[config.mk]
export PLATFORM = sky130hd
export DESIGN_NAME = clr_en_pipe_reg
export DESIGN_NICKNAME = d
export VERILOG_FILES = /design/src/rtl/clr_en_pipe_reg_pkg.sv /design/src/rtl/clr_en_pipe_stage.sv /design/src/rtl/clr_en_pipe_reg.sv
export SDC_FILE = /design/constraint.sdc
export NUM_CORES = 1
export LEC_CHECK = 0
export BUFFER_PORTS_ARGS = -buffer_cell sky130_fd_sc_hd__buf_2
export CORE_MARGIN = 2
export CORE_UTILIZATION = 64
export DETAILED_ROUTE_END_ITERATION = 10
export PLACE_DENSITY_LB_ADDON = 0.2
export SYNTH_ARGS = -nofsm -noshare
export SYNTH_HDL_FRONTEND = slang
export SYNTH_HIERARCHICAL = 1
export SYNTH_SLANG_ARGS = --single-unit
[constraint.sdc]
create_clock -name clk -period 4 [get_ports clk]
set_input_delay 0.4 -clock clk [delete_from_list [all_inputs] [get_ports clk]]
set_output_delay 0.4 -clock clk [all_outputs]
set_load 0.005 [all_outputs]
[src/rtl/clr_en_pipe_reg_pkg.sv]
// rtl/clr_en_pipe_reg_pkg.sv - shared helpers for the clearable enabled pipeline register
package clr_en_pipe_reg_pkg;

  // Occupancy counter must represent 0..depth inclusive.
  function automatic int cnt_width(input int depth);
    return $clog2(depth + 1);
  endfunction

  // Occupancy update selected each cycle from the two handshakes.
  typedef enum logic [1:0] {
    CNT_HOLD = 2'd0,
    CNT_INC  = 2'd1,
    CNT_DEC  = 2'd2
  } cnt_op_e;

endpackage

[src/rtl/clr_en_pipe_stage.sv]
// rtl/clr_en_pipe_stage.sv - one data/valid slice with reset, flush, enable and load
module clr_en_pipe_stage #(
  parameter int               WIDTH    = 32,
  parameter logic [WIDTH-1:0] INI_DATA = WIDTH'(1)
) (
  input  logic             clk,
  input  logic             rst,
  input  logic             i_en,
  input  logic             i_clr,
  input  logic             i_load,
  input  logic             i_src_vld,
  input  logic [WIDTH-1:0] i_src_dat,
  output logic             o_vld,
  output logic [WIDTH-1:0] o_dat
);

  logic             r_vld;
  logic [WIDTH-1:0] r_dat;

  // Reset and flush win; otherwise take the source when the slot frees, keeping data on bubbles.
  always_ff @(posedge clk) begin
    if (rst || i_clr) begin
      r_vld <= 1'b0;
      r_dat <= INI_DATA;
    end else if (i_en && i_load) begin
      r_vld <= i_src_vld;
      if (i_src_vld) begin
        r_dat <= i_src_dat;
      end
    end
  end

  assign o_vld = r_vld;
  assign o_dat = r_dat;

endmodule

[src/rtl/clr_en_pipe_reg.sv]
// rtl/clr_en_pipe_reg.sv - bubble-collapsing valid/ready register pipeline with enable and flush
module clr_en_pipe_reg
  import clr_en_pipe_reg_pkg::*;
#(
  parameter int               WIDTH    = 32,
  parameter int               DEPTH    = 4,
  parameter logic [WIDTH-1:0] INI_DATA = WIDTH'(1)
) (
  input  logic                           clk,
  input  logic                           rst,
  input  logic                           i_en,
  input  logic                           i_clr,
  input  logic                           i_vld,
  output logic                           o_rdy,
  input  logic [WIDTH-1:0]               i_dat,
  output logic                           o_vld,
  input  logic                           i_rdy,
  output logic [WIDTH-1:0]               o_dat,
  output logic [cnt_width(DEPTH)-1:0]    o_cnt
);

  localparam int CW = cnt_width(DEPTH);

  logic [DEPTH:0]   w_rdy;
  logic [DEPTH-1:0] w_v;
  logic [WIDTH-1:0] w_d [DEPTH];
  logic             w_gate;
  logic             w_in_acc;
  logic             w_out_acc;
  cnt_op_e          w_op;
  logic [CW-1:0]    r_cnt;

  // Handshakes are only offered while running: not in reset, not flushing, enabled.
  assign w_gate    = i_en & ~i_clr & ~rst;
  assign w_rdy[DEPTH] = i_rdy;
  assign o_rdy     = w_gate & w_rdy[0];
  assign o_vld     = w_gate & w_v[DEPTH-1];
  assign o_dat     = w_d[DEPTH-1];
  assign w_in_acc  = i_vld & o_rdy;
  assign w_out_acc = o_vld & i_rdy;
  assign o_cnt     = r_cnt;

  for (genvar k = 0; k < DEPTH; k++) begin : g_stage
    // A slot can take new data if it is empty or its occupant moves on this cycle.
    assign w_rdy[k] = ~w_v[k] | w_rdy[k+1];

    if (k == 0) begin : g_head
      clr_en_pipe_stage #(
        .WIDTH    (WIDTH),
        .INI_DATA (INI_DATA)
      ) u_stage (
        .clk       (clk),
        .rst       (rst),
        .i_en      (i_en),
        .i_clr     (i_clr),
        .i_load    (w_rdy[k]),
        .i_src_vld (i_vld),
        .i_src_dat (i_dat),
        .o_vld     (w_v[k]),
        .o_dat     (w_d[k])
      );
    end else begin : g_body
      clr_en_pipe_stage #(
        .WIDTH    (WIDTH),
        .INI_DATA (INI_DATA)
      ) u_stage (
        .clk       (clk),
        .rst       (rst),
        .i_en      (i_en),
        .i_clr     (i_clr),
        .i_load    (w_rdy[k]),
        .i_src_vld (w_v[k-1]),
        .i_src_dat (w_d[k-1]),
        .o_vld     (w_v[k]),
        .o_dat     (w_d[k])
      );
    end
  end

  // Decide the occupancy change from the two accepts; both or neither leaves it unchanged.
  always_comb begin
    w_op = CNT_HOLD;
    if (w_in_acc && !w_out_acc) begin
      w_op = CNT_INC;
    end else if (w_out_acc && !w_in_acc) begin
      w_op = CNT_DEC;
    end
  end

  // Occupancy counter, cleared with the stages and bounded to 0..DEPTH.
  always_ff @(posedge clk) begin
    if (rst || i_clr) begin
      r_cnt <= '0;
    end else begin
      case (w_op)
        CNT_INC:  if (r_cnt != CW'(DEPTH)) r_cnt <= r_cnt + 1'b1;
        CNT_DEC:  if (r_cnt != '0)         r_cnt <= r_cnt - 1'b1;
        default:  r_cnt <= r_cnt;
      endcase
    end
  end

endmodule

==> reports/metrics.yaml <==
gr-usage-all-layers: 0.209
num_rows: 38
gp_congestion: 0.732
ys_types: 26
use_met3: 0.0554
cp-start-kind: "flip-flop"
path_max_fanout: 4
htree_levels: 4
crit_type: "flip-flop to flip-flop"
grt_antenna_before_repair: 0
top_usage_layer: "met1"
syn_nets: 679
ys_top_cells_by_area: "dfxtp_1 37%, nor3b_1 26%, mux2_4 23%, buf_2 3.9%, buf_6 2.5%"
synth_warnings: 6
grt_pass1_wl_um: 21200
ys_ff_latch: 135
use_met2: 0.278
vias: 4559
whs_path_depth: 3
fin_crit_ns: 2.42
leakage_nw: 2.98
synth.largest_area_cell: "dfxtp_1"
die_height_um: 110
worstMarginPinSlew_ns: 1.09
hold_viol_final: 0
synth_area_per_cell_um2: 11.4
finalWirelength_um: 12700
crit_chain: "nor2b_1 -> nand4_1 -> and3_1 -> nand2_1 -> ha_1 -> xor2_1 -> ha_1 -> a21oi_1 -> xnor2_1 -> a21oi_1 -> a31o_1"
tritoncts: "built"
min-delay-start: "i_dat[0]"
worstReg2RegStart: "g_stage[3].g_body.u_stage/o_vld$_SDFFE_PP0P_"
ys_seq_area_frac: 0.373
drtAntennaViolNets: 0
hold_buffers: 0
r2r_setup_slack_ns: 1.58
clk_pin_slew_worst_paths_ns: 0.05
synthFlopType: "dfxtp_1"
use_met1: 0.322
synth_top_cell_area_share: 0.373
crit_buf_inv: 0
layout-drive-gt1-share: 0.336
synth_cells: 637
max_freq_ghz: 0.413
cts-root-buf: "clkbuf_16"
status: "completed"
r2r_end: "o_cnt[2]$_SDFFE_PP0P_"
numPortBuffers: 74
slowest_delay_ns: 0.34
cts_resized: 0
cts_buffers: 17
diodes: 0
io_pins: 75
vdd_drop_max_uv: 247
fin_nets: 703
setup_viol: 0
end_kind: "flip-flop"
dieArea_um2: 12200
post_drt_wl_per_cell_um: 15.7
clkSinkCount: 135
maxSlewViolCount: 0
grt_max_degree: 256
drc: 0
crit_family: "simple AND/OR/NAND/NOR gates"
arrival_ns: 2.73
grt_pass1_vias: 4177
p_total_w: 0.00305
synth_common_cells: "248 x nor3b_1, 135 x dfxtp_1, 113 x mux2_4"
holdWs_ns: 0.277
holdPathEnd: "g_stage[0].g_head.u_stage/o_dat[0]$_SDFFE_PP1P_"
drv_cap: 0
hp-class: "input pin to flip-flop"
die_width_um: 110
clk_latency_ns: 0.41
rsz0062_at_grt: "false"
p_per_area_nw_per_um2: 383
crit_slowest_cell: "dfxtp_1"
period_share: 0.605
syn2layout_area_growth_pct: 9.99
start_util: 0.663
cp.required_ns: 4.31
cts_setup_buffers: 0
viasPerCell: 5.61
grt-ovfl-total: 0
synth.most_common_cell: "nor3b_1"
clock_path_buffers: 2
fin_tns_setup_ns: 0
netlist_area_um2: 7250
async_flop_share: 0
dp_hpwl_um: 7480
ff2ff_path_depth: 11
fin_skew_ns: 0.00493
synth_edf_count: 0
drt-initial-drc-count: 313
core_um2: 10900
first_pass_iters: 6
slew_headroom: 0.273
==> cells by family after synthesis <==
group,count (synthesis),share of synthesized area
compound gates,16,0.0173
xor+xnor,3,0.00363
buf+inv,78,0.0666
fa+ha+maj,4,0.00690
flops,135,0.373
mux,126,0.254
simple gates,275,0.279
==> where the power goes <==
group          switching [W]  internal, W  total [W]
Sequential        0.00000389      0.00135    0.00136
Combinational       0.000103    0.0000522   0.000156
Clock               0.000549     0.000989    0.00154
==> tightest hold or removal path, delay by kind of cell <==
| kind | cells | cell delay [ns] |
|---|---|---|
| AOI/OAI and AO/OA | 1 | 0.09 |
| and+or+nand+nor | 1 | 0.08 |
| buffers and inverters | 1 | 0.07 |
==> state kept, by name (all words and copies together) (netlist names) <==
signal,count
g_stage.g_body.u_stage/o_dat,96
g_stage.g_body.u_stage/o_vld,3
g_stage.g_head.u_stage/o_dat,32
g_stage.g_head.u_stage/o_vld,1
o_cnt,3
==> per-stage QoR <==
step	setup slack, ns	cell area [µm²]	std cells	util
after global routing	1.43	7970	813	0.729
after floorplan	1.85	7250	637	-
after detailed placement	1.22	7380	782	0.675
final	1.58	7970	813	0.729
after CTS	1.58	7970	813	0.729
after global placement	1.40	7380	782	0.675
==> cell type report <==
class                           count  area (µm²)
Tap cell                          140         175
Clock inverter                      9        97.6
Inverter                            6        22.5
Sequential cell                   135        2700
Fill cell                         805        2960
Timing Repair Buffer               77         418
Multi-Input combinational cell    424        4060
Clock buffer                       22         494
==> placed cells by master (no fill, tap or decap), drive strengths merged, types with 2 or more instances in the layout <==
cell type	netlist	routed
a21oi	3	3
clkbuf	0	22
ha	4	4
nor3b	248	248
dfxtp	135	135
and3	6	6
o21a	4	4
xnor2	2	2
bufinv	0	2
buf	72	77
mux2	125	125
a21boi	4	4
inv	6	6
nor3	3	3
nand4	5	5
nor2	6	6
clkinv	0	6
nand2	4	4
o211ai	4	4
==> metal layers <==
| metal | up-vias | routed length [µm] | share of wire |
|---|---|---|---|
| li1 | 2326 | - | - |
| met2 | 93 | 5300 | 0.42 |
| met5 | - | 0 | 0 |
| met3 | 12 | 532 | 0.042 |
| met4 | 0 | 157 | 0.012 |
| met1 | 2128 | 6750 | 0.53 |
==> how the worst max path moves through the flow <==
stage	start	slack, ns	cells past startpoint	endpoint
2_1_floorplan	i_rdy	1.85	11	o_cnt[2]$_SDFFE_PP0P_
3_3_place_gp	rst	1.40	12	o_cnt[2]$_SDFFE_PP0P_
3_5_place_dp	rst	1.22	12	o_cnt[2]$_SDFFE_PP0P_
4_1_cts	g_stage[3].g_body.u_stage/o_vld$_SDFFE_PP0P_	1.58	11	o_cnt[2]$_SDFFE_PP0P_
5_1_grt	g_stage[3].g_body.u_stage/o_vld$_SDFFE_PP0P_	1.43	11	o_cnt[2]$_SDFFE_PP0P_
6_report	g_stage[3].g_body.u_stage/o_vld$_SDFFE_PP0P_	1.58	11	o_cnt[2]$_SDFFE_PP0P_
No activity file was read; power rests on OpenSTA's default activity.
